File: src/rtl/tmds_pkg.sv
// Shared types, constants and helpers for the TMDS channel encoder.
// Holds the control tokens, the base pipeline latency and a popcount helper.
package tmds_pkg;

    // Latency without the optional input register stage.
    localparam int unsigned TMDS_LATENCY_BASE = 2;

    // Control tokens, indexed by {c1, c0}; bit 0 goes out first.
    localparam logic [9:0] TMDS_TOKEN_00 = 10'b1101010100;
    localparam logic [9:0] TMDS_TOKEN_01 = 10'b0010101011;
    localparam logic [9:0] TMDS_TOKEN_10 = 10'b0101010100;
    localparam logic [9:0] TMDS_TOKEN_11 = 10'b1010101011;

    // Raw lane inputs as sampled from the pixel pipeline.
    typedef struct packed {
        logic       de;
        logic       c1;
        logic       c0;
        logic [7:0] d;
    } tmds_in_t;

    // Stage-1 result: transition-minimised word plus its sidebands.
    typedef struct packed {
        logic       de;
        logic       c1;
        logic       c0;
        logic [8:0] qm;
    } tmds_qm_t;

    function automatic logic [3:0] popcount8(input logic [7:0] v);
        logic [3:0] n;
        n = '0;
        for (int i = 0; i < 8; i++) begin
            n = n + {3'b000, v[i]};
        end
        return n;
    endfunction

    function automatic logic [9:0] ctrl_token(input logic [1:0] c);
        logic [9:0] t;
        t = TMDS_TOKEN_00;
        unique case (c)
            2'b00: t = TMDS_TOKEN_00;
            2'b01: t = TMDS_TOKEN_01;
            2'b10: t = TMDS_TOKEN_10;
            2'b11: t = TMDS_TOKEN_11;
        endcase
        return t;
    endfunction

endpackage

File: src/rtl/tmds_qm.sv
// TMDS stage 1: XOR/XNOR transition-minimising chain plus its register.
// Ports: clk_pix, rst (sync, active-high), in_i (de/c1/c0/d), qm_o (registered).
module tmds_qm
    import tmds_pkg::*;
(
    input  logic     clk_pix,
    input  logic     rst,
    input  tmds_in_t in_i,
    output tmds_qm_t qm_o
);

    logic [3:0] n1d;
    logic       use_xnor;
    logic       bit_q;
    logic [8:0] qm_w;
    tmds_qm_t   s1_d;
    tmds_qm_t   s1_q;

    always_comb begin
        n1d      = popcount8(in_i.d);
        // XNOR chain yields fewer transitions for ones-heavy words;
        // the d[0] tie-break keeps the choice deterministic at n1d == 4.
        use_xnor = (n1d > 4'd4) ||
                   ((n1d == 4'd4) && !in_i.d[0]);
        qm_w     = '0;
        bit_q    = in_i.d[0];
        qm_w[0]  = bit_q;
        for (int i = 1; i < 8; i++) begin
            if (use_xnor) begin
                bit_q = ~(bit_q ^ in_i.d[i]);
            end else begin
                bit_q = bit_q ^ in_i.d[i];
            end
            qm_w[i] = bit_q;
        end
        qm_w[8]  = ~use_xnor;
    end

    always_comb begin
        s1_d    = '0;
        s1_d.de = in_i.de;
        s1_d.c1 = in_i.c1;
        s1_d.c0 = in_i.c0;
        s1_d.qm = qm_w;
    end

    always_ff @(posedge clk_pix) begin
        if (rst) begin
            s1_q <= '0;
        end else begin
            s1_q <= s1_d;
        end
    end

    assign qm_o = s1_q;

endmodule

File: src/rtl/tmds_encoder.sv
// One DVI lane TMDS encoder: 8-bit pixel + 2 control bits -> 10-bit symbol.
// Ports: clk_pix, rst, de_i, c0_i, c1_i, d_i -> q_o, de_o, disp_o (signed).
module tmds_encoder
    import tmds_pkg::*;
#(
    parameter int unsigned REG_INPUT = 0
) (
    input  logic              clk_pix,
    input  logic              rst,
    input  logic              de_i,
    input  logic              c0_i,
    input  logic              c1_i,
    input  logic [7:0]        d_i,
    output logic [9:0]        q_o,
    output logic              de_o,
    output logic signed [4:0] disp_o
);

    tmds_in_t in_w;
    tmds_in_t s0;
    tmds_qm_t s1;

    always_comb begin
        in_w    = '0;
        in_w.de = de_i;
        in_w.c1 = c1_i;
        in_w.c0 = c0_i;
        in_w.d  = d_i;
    end

    if (REG_INPUT != 0) begin : g_in_reg
        tmds_in_t in_q;

        always_ff @(posedge clk_pix) begin
            if (rst) begin
                in_q <= '0;
            end else begin
                in_q <= in_w;
            end
        end

        assign s0 = in_q;
    end else begin : g_in_comb
        assign s0 = in_w;
    end

    tmds_qm u_qm (
        .clk_pix (clk_pix),
        .rst     (rst),
        .in_i    (s0),
        .qm_o    (s1)
    );

    logic [3:0]        n1;
    logic [7:0]        qm;
    logic              m8;
    logic signed [4:0] bal;
    logic signed [4:0] adj_hi;
    logic signed [4:0] adj_lo;

    logic [9:0]        q_d;
    logic [9:0]        q_q;
    logic              de_d;
    logic              de_q;
    logic signed [4:0] cnt_d;
    logic signed [4:0] cnt_q;

    always_comb begin
        qm     = s1.qm[7:0];
        m8     = s1.qm[8];
        n1     = popcount8(qm);
        // n1 - n0 == 2*n1 - 8; the 5-bit wrap is exact over -8..+8.
        bal    = 5'({n1, 1'b0} - 5'd8);
        adj_hi = m8 ? 5'sd2 : 5'sd0;
        adj_lo = m8 ? 5'sd0 : 5'sd2;
    end

    always_comb begin
        q_d   = TMDS_TOKEN_00;
        cnt_d = '0;
        de_d  = s1.de;
        if (!s1.de) begin
            q_d   = ctrl_token({s1.c1, s1.c0});
            cnt_d = '0;
        end else if ((cnt_q == 5'sd0) ||
                     (n1 == 4'd4)) begin
            q_d = {~m8, m8, m8 ? qm : ~qm};
            if (m8) begin
                cnt_d = cnt_q + bal;
            end else begin
                cnt_d = cnt_q - bal;
            end
        end else if ((!cnt_q[4] && (n1 > 4'd4)) ||
                     (cnt_q[4] && (n1 < 4'd4))) begin
            // Invert to pull the running disparity back toward zero.
            q_d   = {1'b1, m8, ~qm};
            cnt_d = cnt_q + adj_hi - bal;
        end else begin
            q_d   = {1'b0, m8, qm};
            cnt_d = cnt_q - adj_lo + bal;
        end
    end

    always_ff @(posedge clk_pix) begin
        if (rst) begin
            q_q   <= TMDS_TOKEN_00;
            de_q  <= 1'b0;
            cnt_q <= '0;
        end else begin
            q_q   <= q_d;
            de_q  <= de_d;
            cnt_q <= cnt_d;
        end
    end

    assign q_o    = q_q;
    assign de_o   = de_q;
    assign disp_o = cnt_q;

endmodule

File: config.mk
export PLATFORM = sky130hd
export DESIGN_NAME = tmds_encoder
export DESIGN_NICKNAME = d
export VERILOG_FILES = /design/src/rtl/tmds_pkg.sv /design/src/rtl/tmds_qm.sv /design/src/rtl/tmds_encoder.sv
export SDC_FILE = /design/constraint.sdc
export NUM_CORES = 1
export LEC_CHECK = 0
export ABC_CLOCK_PERIOD_IN_PS = 4870
export CORE_MARGIN = 2
export CORE_UTILIZATION = 50
export DETAILED_ROUTE_END_ITERATION = 12
export DONT_BUFFER_PORTS = 1
export SLEW_MARGIN = 25
export SYNTH_ARGS = -nofsm -noshare
export SYNTH_HDL_FRONTEND = slang
export SYNTH_SLANG_ARGS = --single-unit
File: constraint.sdc
create_clock -name clk_pix -period 4.87 [get_ports clk_pix]
set_input_delay 0.974 -clock clk_pix [delete_from_list [all_inputs] [get_ports clk_pix]]
set_output_delay 0.974 -clock clk_pix [all_outputs]
set_load 0.03 [all_outputs]
==> impl_metrics.yaml, run 1 <==
timing:
  maxSlewHeadroom_pct: 61.36
  clock-skew-final_ns: 0.01113
  period_needed_ns: 4.578
  max_freq_ghz: 0.2184
  setup_tns_ns: 0
  report.final.hold_viol_count: 0
  worstMarginPinSlew_ns: 0.5788
  finalWorstSetupSlack_ns: 0.2919
  setup_violations: 0
  rsz0062_at_grt: "no"
  drv_slew: 0
  fin_crit_sh_pct: 94.01
die:
  num_rows: 22
  start_util_pct: 52.87
  dieWidth_um: 66.92
  io_pins: 29
  die-height_um: 66.92
  die-area_sq_mm: 0.004478
  core_area_sq_mm: 0.003744
critical_path:
  slowest_delay_ns: 0.54
  cp.arrival_ns: 4.80
  startpoint: "u_qm.qm_o[0]$_SDFF_PP0_"
  cpMostUsedCell: "fa_1"
  critical_path.slowest_cell: "fa_1"
  crit_required_ns: 5.09
  cp-start-kind: "flip-flop"
  crit_path_max_fanout: 4
  crit_chain: "fa_1 > inv_1 > fa_1 > fa_1 > inv_1 > ha_1 > fa_1 > inv_1 > ha_1 > mux2_2 > ha_1 > a21o_1 > a21oi_1 > xor3_1 > nor3_1 > a211o_1"
  worst_setup_path_end_kind: "flip-flop"
  reg2reg_from: "u_qm.qm_o[0]$_SDFF_PP0_"
  crit_type: "reg -> reg"
logic_synthesis:
  synthXorXnorAreaFrac_pct: 15.74
  synth_edf_count: 0
  syn_inst: 197
  synth_top_family_by_area: "adder cells"
  synth_cell_types: 39
  netlist_area_sq_mm: 0.001979
  muxShareOfSynthArea_pct: 1.580
  ys_seq_elements: 27
  yosys_most_used_dff: "dfxtp_1"
  yosys.area_share.simple_pct: 9.545
  synthAdderAreaFrac_pct: 28.95
  avgSynthCellArea_sq_um: 10.05
  ys_seq_area_share_pct: 27.31
  synth-async-reset-ratio_pct: 0
  synth_compound_area_share_pct: 9.671
  yosysWarnings: 0
  synthesis.nets: 248
hold_path:
  min-delay-start: "u_qm.qm_o[5]$_SDFF_PP0_"
  min_path_type: "reg -> reg"
clock_tree:
  clk_latency_ns: 0.28
  cts_hold_buffers: 0
  cts_buffers: 3
  clock-sinks: 27
  post_cts_resized: 0
  cts_tree: "yes"
  cts_root_buf: "clkbuf_8"
  cts_setup_buffers: 0
  clkTransAtPathRegs_ns: 0.10
  clockBufferDepth: 2
  htree_levels: 1
grt:
  grt_pass1_wl_mm: 6.141
  use_met2_pct: 30.00
  overflow: 0
  grt_use_met3_pct: 4.561
  track_usage_pct: 18.15
  grt_pass1_vias: 1309
  met1_usage_pct: 23.73
  gr-max-usage-layer: "met2"
  grt_antenna_before_repair: 0
  grt_max_degree: 18
routing:
  dr.pass1.iters: 4
  postRouteAntennaNets: 0
  first_iter_violations: 40
  vias_per_cell: 5.012
  drt_wl_total_mm: 3.406
  routedWlPerCell_um: 13.73
  dr_total_vias: 1243
  drc_errors: 0
final_layout:
  syn_to_final_growth_pct: 5.183
  layout-drive-gt1-share_pct: 9.000
  fill_cells: 368
  antenna_cells: 0
  fin_nets: 252
placement:
  dpl.hpwl_mm: 2.842
  gp_congestion: 0.8023
  dp_slack_ns: 0.2781
  port_buffers: 0
status:
  status: "finished, final reports clean"
run:
  cap_violations: 0
logic make-up (layout without fill, tap and decap cells):
group / Yosys count / in the layout
buffers and inverters: 35 / 38
XOR/XNOR: 28 / 28
adder cells (fa/ha/maj): 38 / 38
flip-flops: 27 / 27
other: 1 / 1
multiplexers: 3 / 3
AND/OR/NAND/NOR: 32 / 32
AO/OA/AOI/OAI: 33 / 33
cells in the final DEF (no fill, tap or decap), types with 3 or more instances in the layout:
cell | netlist | layout
a21oi_1 | 13 | 13
a21o_1 | 4 | 4
xor2_1 | 4 | 4
inv_1 | 31 | 31
o21ai_1 | 5 | 5
xnor2_1 | 18 | 18
o21ai_0 | 5 | 5
clkbuf_8 | 0 | 3
dfxtp_1 | 27 | 27
nor3_1 | 4 | 4
fa_1 | 13 | 13
nand2_1 | 3 | 3
nor2_1 | 8 | 8
ha_1 | 25 | 25
nor2b_1 | 6 | 6
state kept, by name, indices dropped and copies added, names as in the netlist:
register / count
disp_o: 4
de_o: 1
u_qm.qm_o: 12
q_o: 10
path summary, 6_finish.rpt:
kind / endpoint / slack (ns) / depth (start not counted)
worst max-delay path: disp_o[4]$_SDFF_PP0_ / 0.29 / 16
worst min-delay path: q_o[5]$_SDFF_PP0_ / 0.56 / 2
worst max register to register: disp_o[4]$_SDFF_PP0_ / 0.29 / 16
worst min register to register: q_o[5]$_SDFF_PP0_ / 0.56 / 2
metrics by stage:
step,cells,utilization [%],hold slack [ns],instance area (sq um)
6_report,248,55.62,0.5571,2082
5_1_grt,248,55.62,0.6028,2082
4_1_cts,248,55.62,0.5695,2082
3_5_place_dp,244,54.38,0.5586,2036
3_3_place_gp,244,54.38,0.5647,2036
2_1_floorplan,197,-,0.5165,1979
Yosys cell counts (3+ instances only):
cell / n / area share [%]
fa_1: 13 / 13
xnor2_1: 18 / 8.0
nor2b_1: 6 / 1.9
o21ai_1: 5 / 1.3
a21o_1: 4 / 1.5
nor2_1: 8 / 1.5
a21oi_1: 13 / 3.3
o21ai_0: 5 / 1.3
xor2_1: 4 / 1.8
nand2_1: 3 / 0.57
inv_1: 31 / 5.9
nor3_1: 4 / 1.0
dfxtp_1: 27 / 27
ha_1: 25 / 16
cell type report:
| type | instances | area, sq um | area share (%) |
|---|---|---|---|
| repair buffers | 2 | 15.01 | 0.7212 |
| well taps | 48 | 60.06 | 2.885 |
| clock buffers | 3 | 41.29 | 1.983 |
| inverters | 32 | 120.1 | 5.769 |
| multi-input cells | 135 | 1300 | 62.44 |
| clock inverters | 1 | 5.005 | 0.2404 |
| flip-flops and latches | 27 | 540.5 | 25.96 |
critical path: cells and delay by family, from the launching register on:
kind                     cells  cell delay, ns
adder cells (fa/ha/maj)      7            2.77
AO/OA/AOI/OAI                3            0.45
flip-flops                   1            0.35
XOR/XNOR                     1            0.33
multiplexers                 1            0.29
buffers and inverters        3            0.18
AND/OR/NAND/NOR              1            0.16
metal layers:
layer	routed length (um)	up-vias
li1	-	632
met1	1636	580
met2	1578	27
met3	166	4
met4	25	0
met5	0	-
Power of run 1 is not shown: default switching activity piles up to over one toggle a cycle in this logic, so the estimate is an artifact.
==> inputs of run 2 (changes only) <==
--- a/config.mk
+++ b/config.mk
@@ -7,9 +7,10 @@
 export LEC_CHECK = 0
 export ABC_CLOCK_PERIOD_IN_PS = 4870
 export CORE_MARGIN = 2
-export CORE_UTILIZATION = 50
+export CORE_UTILIZATION = 56
 export DETAILED_ROUTE_END_ITERATION = 12
 export DONT_BUFFER_PORTS = 1
+export PLACE_DENSITY = 0.71
 export SLEW_MARGIN = 25
 export SYNTH_ARGS = -nofsm -noshare
 export SYNTH_HDL_FRONTEND = slang
==> run 2 against run 1 <==
Setup slack improved by 0.012 ns. Largest cell class unchanged. Global-route usage increased by 0.060 points. Worst hold slack improved by 0.034 ns. Utilization rose by 6.0 points. Cell area down 0.54%. Fmax is 0.26% higher. Critical path depth unchanged. Wire length down 1.2%. Critical path type unchanged.
==> impl_metrics.yaml, run 2 (synthesized netlist as in run 1, its figures left out) <==
timing:
  fin_crit_sh_pct: 93.76
  period_needed_ns: 4.566
  maxSlewHeadroom_pct: 61.13
  hold_slack_ns: 0.5911
  clock-skew-final_ns: 0.01128
  max_freq_ghz: 0.2190
  setup_tns_ns: 0
  rsz0062_at_grt: "no"
  worstMarginPinSlew_ns: 0.5822
  drv_slew: 0
  setup_violations: 0
  report.final.hold_viol_count: 0
critical_path:
  crit_type: "reg -> reg"
  r2r_end: "disp_o[4]$_SDFF_PP0_"
  startpoint: "u_qm.qm_o[0]$_SDFF_PP0_"
  cp-start-kind: "flip-flop"
  crit_path_max_fanout: 4
  rrSetupSlack_ns: 0.30
  crit_required_ns: 5.16
  cp.arrival_ns: 4.86
  rr_worst_depth: 16
  reg2reg_from: "u_qm.qm_o[0]$_SDFF_PP0_"
  setup.worst_path.end: "disp_o[4]$_SDFF_PP0_"
  worst_setup_path_end_kind: "flip-flop"
clock_tree:
  cts_root_buf: "clkbuf_4"
  clockBufferDepth: 2
  cts_tree: "yes"
  post_cts_resized: 0
  cts_buffers: 3
  cts_setup_buffers: 0
  htree_levels: 1
  cts_hold_buffers: 0
  clk_latency_ns: 0.33
  clkTransAtPathRegs_ns: 0.15
  clock-sinks: 27
routing:
  dr_total_vias: 1293
  drc_errors: 0
  drt_wl_total_mm: 3.366
  vias_per_cell: 5.235
  first_iter_violations: 14
  routedWlPerCell_um: 13.63
  postRouteAntennaNets: 0
  dr.pass1.iters: 4
final_layout:
  syn_to_final_growth_pct: 4.615
  largest_reg_flops: 12
  mostFrequentLayoutCell: "inv_1"
  fin_nets: 253
  layout_common_cells: "inv_1, dfxtp_1, ha_1, xnor2_1"
  utilization_pct: 61.57
  antenna_cells: 0
  layout-drive-gt1-share_pct: 9.453
placement:
  gp_congestion: 0.7620
  port_buffers: 0
  dpl.hpwl_mm: 2.855
grt:
  grt_max_degree: 18
  grt_antenna_before_repair: 0
  grt_pass1_wl_mm: 5.782
  grt_pass1_vias: 1311
  track_usage_pct: 18.21
  overflow: 0
status:
  status: "finished, final reports clean"
die:
  dieWidth_um: 63.45
  io_pins: 29
  start_util_pct: 58.85
  die-area_sq_mm: 0.004026
  die-height_um: 63.45
  num_rows: 21
  core_area_sq_mm: 0.003363
hold_path:
  min_path_type: "reg -> reg"
run:
  cap_violations: 0
-- run 2: cell count changes in the layout (fill, tap and decap cells not counted), sizes merged --
cell	before	now
clkinv	1	0
buf	2	3
clkinvlp	0	1
-- run 2: stage by stage --
step | cells | worst slack, ns | instance area, sq um
2_1_floorplan | 197 | 0.5357 | 1979
3_3_place_gp | 243 | 0.4644 | 2041
3_5_place_dp | 243 | 0.2971 | 2041
4_1_cts | 247 | 0.2730 | 2071
5_1_grt | 247 | 0.09582 | 2071
6_report | 247 | 0.3037 | 2071
-- run 2: worst min-delay path by stage --
stage	from	endpoint	slack (ns)	depth (start not counted)
floorplan	u_qm.qm_o[5]$_SDFF_PP0_	q_o[5]$_SDFF_PP0_	0.52	2
global placement	u_qm.qm_o[5]$_SDFF_PP0_	q_o[5]$_SDFF_PP0_	0.57	2
detailed placement	u_qm.qm_o[5]$_SDFF_PP0_	q_o[5]$_SDFF_PP0_	0.57	2
CTS	u_qm.qm_o[5]$_SDFF_PP0_	q_o[5]$_SDFF_PP0_	0.59	2
global route	u_qm.qm_o[5]$_SDFF_PP0_	q_o[5]$_SDFF_PP0_	0.61	2
finish	u_qm.qm_o[5]$_SDFF_PP0_	q_o[5]$_SDFF_PP0_	0.59	2
-- run 2: metal layers --
layer	wire length [um]	up-vias	track usage (%)	share of wire, %
met5	0	-	0	0
met4	44	0	5.707	1.3
met3	137	4	2.500	4.1
met2	1659	28	31.58	49
met1	1524	624	23.45	45
li1	-	637	-	-
-- run 2: critical path, stage by stage, from the launching register on --
cell and delay, ns:
dfxtp_1 0.36, fa_1 0.54, inv_1 0.05, fa_1 0.45, fa_1 0.49, inv_1 0.04
ha_1 0.20, fa_1 0.51, inv_1 0.09, ha_1 0.29, mux2_2 0.29, ha_1 0.27
a21o_1 0.15, a21oi_1 0.18, xor3_1 0.32, nor3_1 0.17, a211o_1 0.13
-- run 2: final cells by class --
class | count | area [sq um]
clock buffer | 3 | 22.52
clock inverter | 1 | 7.507
fill | 309 | 1292
inverter | 32 | 120.1
multi-input combinational | 135 | 1300
sequential | 27 | 540.5
tap | 46 | 57.56
timing repair buffer | 3 | 22.52
Power of run 2 is left out for the same reason.
==> inputs of run 3 (changes only) <==
==> constraint.sdc (replaced) <==
create_clock -name clk_pix -period 4.87 [get_ports clk_pix]
set_input_delay 0.7305 -clock clk_pix [delete_from_list [all_inputs] [get_ports clk_pix]]
set_output_delay 0.7305 -clock clk_pix [all_outputs]
set_load 0.03 [all_outputs]
==> run 3 against run 2 <==
Critical path depth stayed put. Global-route usage is 0.34 points lower. Sequential share of layout area is 0.095 points higher. Flip-flop and latch count stayed put. Critical path type unchanged. Largest cell class unchanged. Highest routed layer is now met3.
==> impl_metrics.yaml, run 3 (synthesized netlist as in run 1, its figures left out) <==
timing:
  rsz0062_at_grt: "no"
  report.final.hold_viol_count: 0
  setup_tns_ns: 0
  period_needed_ns: 4.594
  fin_crit_sh_pct: 94.33
  drv_slew: 0
  worstMarginPinSlew_ns: 0.5717
  max_freq_ghz: 0.2177
  finalWorstSetupSlack_ns: 0.2761
  clock-skew-final_ns: 0.002406
  setup_violations: 0
  maxSlewHeadroom_pct: 61.83
critical_path:
  r2r_end: "disp_o[4]$_SDFF_PP0_"
  cp.arrival_ns: 4.87
  crit_type: "reg -> reg"
  startpoint: "u_qm.qm_o[0]$_SDFF_PP0_"
  critical_path.slowest_cell: "fa_1"
  setup.worst_path.end: "disp_o[4]$_SDFF_PP0_"
  crit_required_ns: 5.15
  worst_setup_path_end_kind: "flip-flop"
  cpMostUsedCell: "fa_1"
  crit_buf_inv: 3
  rr_worst_depth: 16
  crit_path_max_fanout: 4
  crit_chain: "fa_1 > inv_1 > fa_1 > fa_1 > inv_1 > ha_1 > fa_1 > inv_1 > ha_1 > mux2_2 > ha_1 > a21o_1 > a21oi_1 > xor3_1 > nor3_1 > a211o_1"
  cp-start-kind: "flip-flop"
  reg2reg_from: "u_qm.qm_o[0]$_SDFF_PP0_"
  slowest_delay_ns: 0.53
  path_depth: 16
  rrSetupSlack_ns: 0.28
  path_delay_family: "adder cells"
grt:
  met1_usage_pct: 24.60
  overflow: 0
  use_met2_pct: 30.39
  gr-max-usage-layer: "met2"
  grt_pass1_vias: 1309
  track_usage_pct: 17.87
  grt_antenna_before_repair: 0
  grt_pass1_wl_mm: 5.837
  grt_max_degree: 18
  grt_use_met3_pct: 2.857
clock_tree:
  clk_latency_ns: 0.32
  clkTransAtPathRegs_ns: 0.15
  post_cts_resized: 0
  cts_root_buf: "clkbuf_4"
  cts_setup_buffers: 0
  cts_tree: "yes"
  cts_buffers: 3
  cts_hold_buffers: 0
  clockBufferDepth: 2
  clock-sinks: 27
  htree_levels: 1
routing:
  routedWlPerCell_um: 13.56
  vias_per_cell: 5.224
  dr_total_vias: 1285
  drc_errors: 0
  dr.pass1.iters: 4
  postRouteAntennaNets: 0
  first_iter_violations: 55
  drt_wl_total_mm: 3.336
die:
  dieWidth_um: 63.45
  start_util_pct: 58.85
  io_pins: 29
  core_area_sq_mm: 0.003363
  die-height_um: 63.45
  die-area_sq_mm: 0.004026
  num_rows: 21
final_layout:
  regArea_sq_um: 540.5
  multi_input_area_sq_mm: 0.001300
  syn_to_final_growth_pct: 4.235
  layout-drive-gt1-share_pct: 9.000
  utilization_pct: 61.35
  antenna_cells: 0
  mostFrequentLayoutCell: "inv_1"
  fill_cells: 300
  largest_reg_flops: 12
  layout_common_cells: "inv_1, dfxtp_1, ha_1, xnor2_1"
  fin_nets: 252
placement:
  dp_slack_ns: 0.3195
  gp_congestion: 0.7667
  port_buffers: 0
  dpl.hpwl_mm: 2.782
run:
  cap_violations: 0
hold_path:
  min_path_type: "in -> reg"
status:
  status: "finished, final reports clean"
-- run 3: worst min-delay path by stage --
| stage | from | endpoint | slack [ns] | depth (start not counted) |
|---|---|---|---|---|
| CTS | rst | u_qm.qm_o[7]$_SDFF_PP0_ | 0.45 | 1 |
| global placement | u_qm.qm_o[5]$_SDFF_PP0_ | q_o[5]$_SDFF_PP0_ | 0.57 | 2 |
| finish | rst | u_qm.qm_o[7]$_SDFF_PP0_ | 0.45 | 1 |
| global route | rst | u_qm.qm_o[7]$_SDFF_PP0_ | 0.42 | 1 |
| detailed placement | u_qm.qm_o[5]$_SDFF_PP0_ | q_o[5]$_SDFF_PP0_ | 0.57 | 2 |
| floorplan | u_qm.qm_o[5]$_SDFF_PP0_ | q_o[5]$_SDFF_PP0_ | 0.52 | 2 |
-- run 3: layout make-up --
type	count	area share, %
timing repair buffer	2	0.7277
clock inverter	1	0.3639
tap	46	2.790
sequential	27	26.20
clock buffer	3	1.092
inverter	32	5.822
multi-input combinational	135	63.01
-- run 3: metrics by stage --
stage	cell area, sq um	hold WS (ns)	instances
finish	2063	0.4514	246
global route	2063	0.4235	246
CTS	2063	0.4459	246
detailed placement	2033	0.5710	242
global placement	2033	0.5686	242
floorplan	1979	0.5165	197
-- run 3: worst register-to-register path, stage by stage (launching register included) --
cell and delay [ns]:
dfxtp_1 0.36, fa_1 0.53, inv_1 0.05, fa_1 0.45, fa_1 0.49, inv_1 0.04
ha_1 0.19, fa_1 0.51, inv_1 0.09, ha_1 0.29, mux2_2 0.29, ha_1 0.28
a21o_1 0.15, a21oi_1 0.18, xor3_1 0.33, nor3_1 0.19, a211o_1 0.12
-- run 3: metal layers --
metal	part of all wire, %	up-vias
li1	-	633
met1	45	612
met2	49	40
met3	6.1	0
met4	0	0
met5	0	-
Power of run 3 is left out for the same reason.
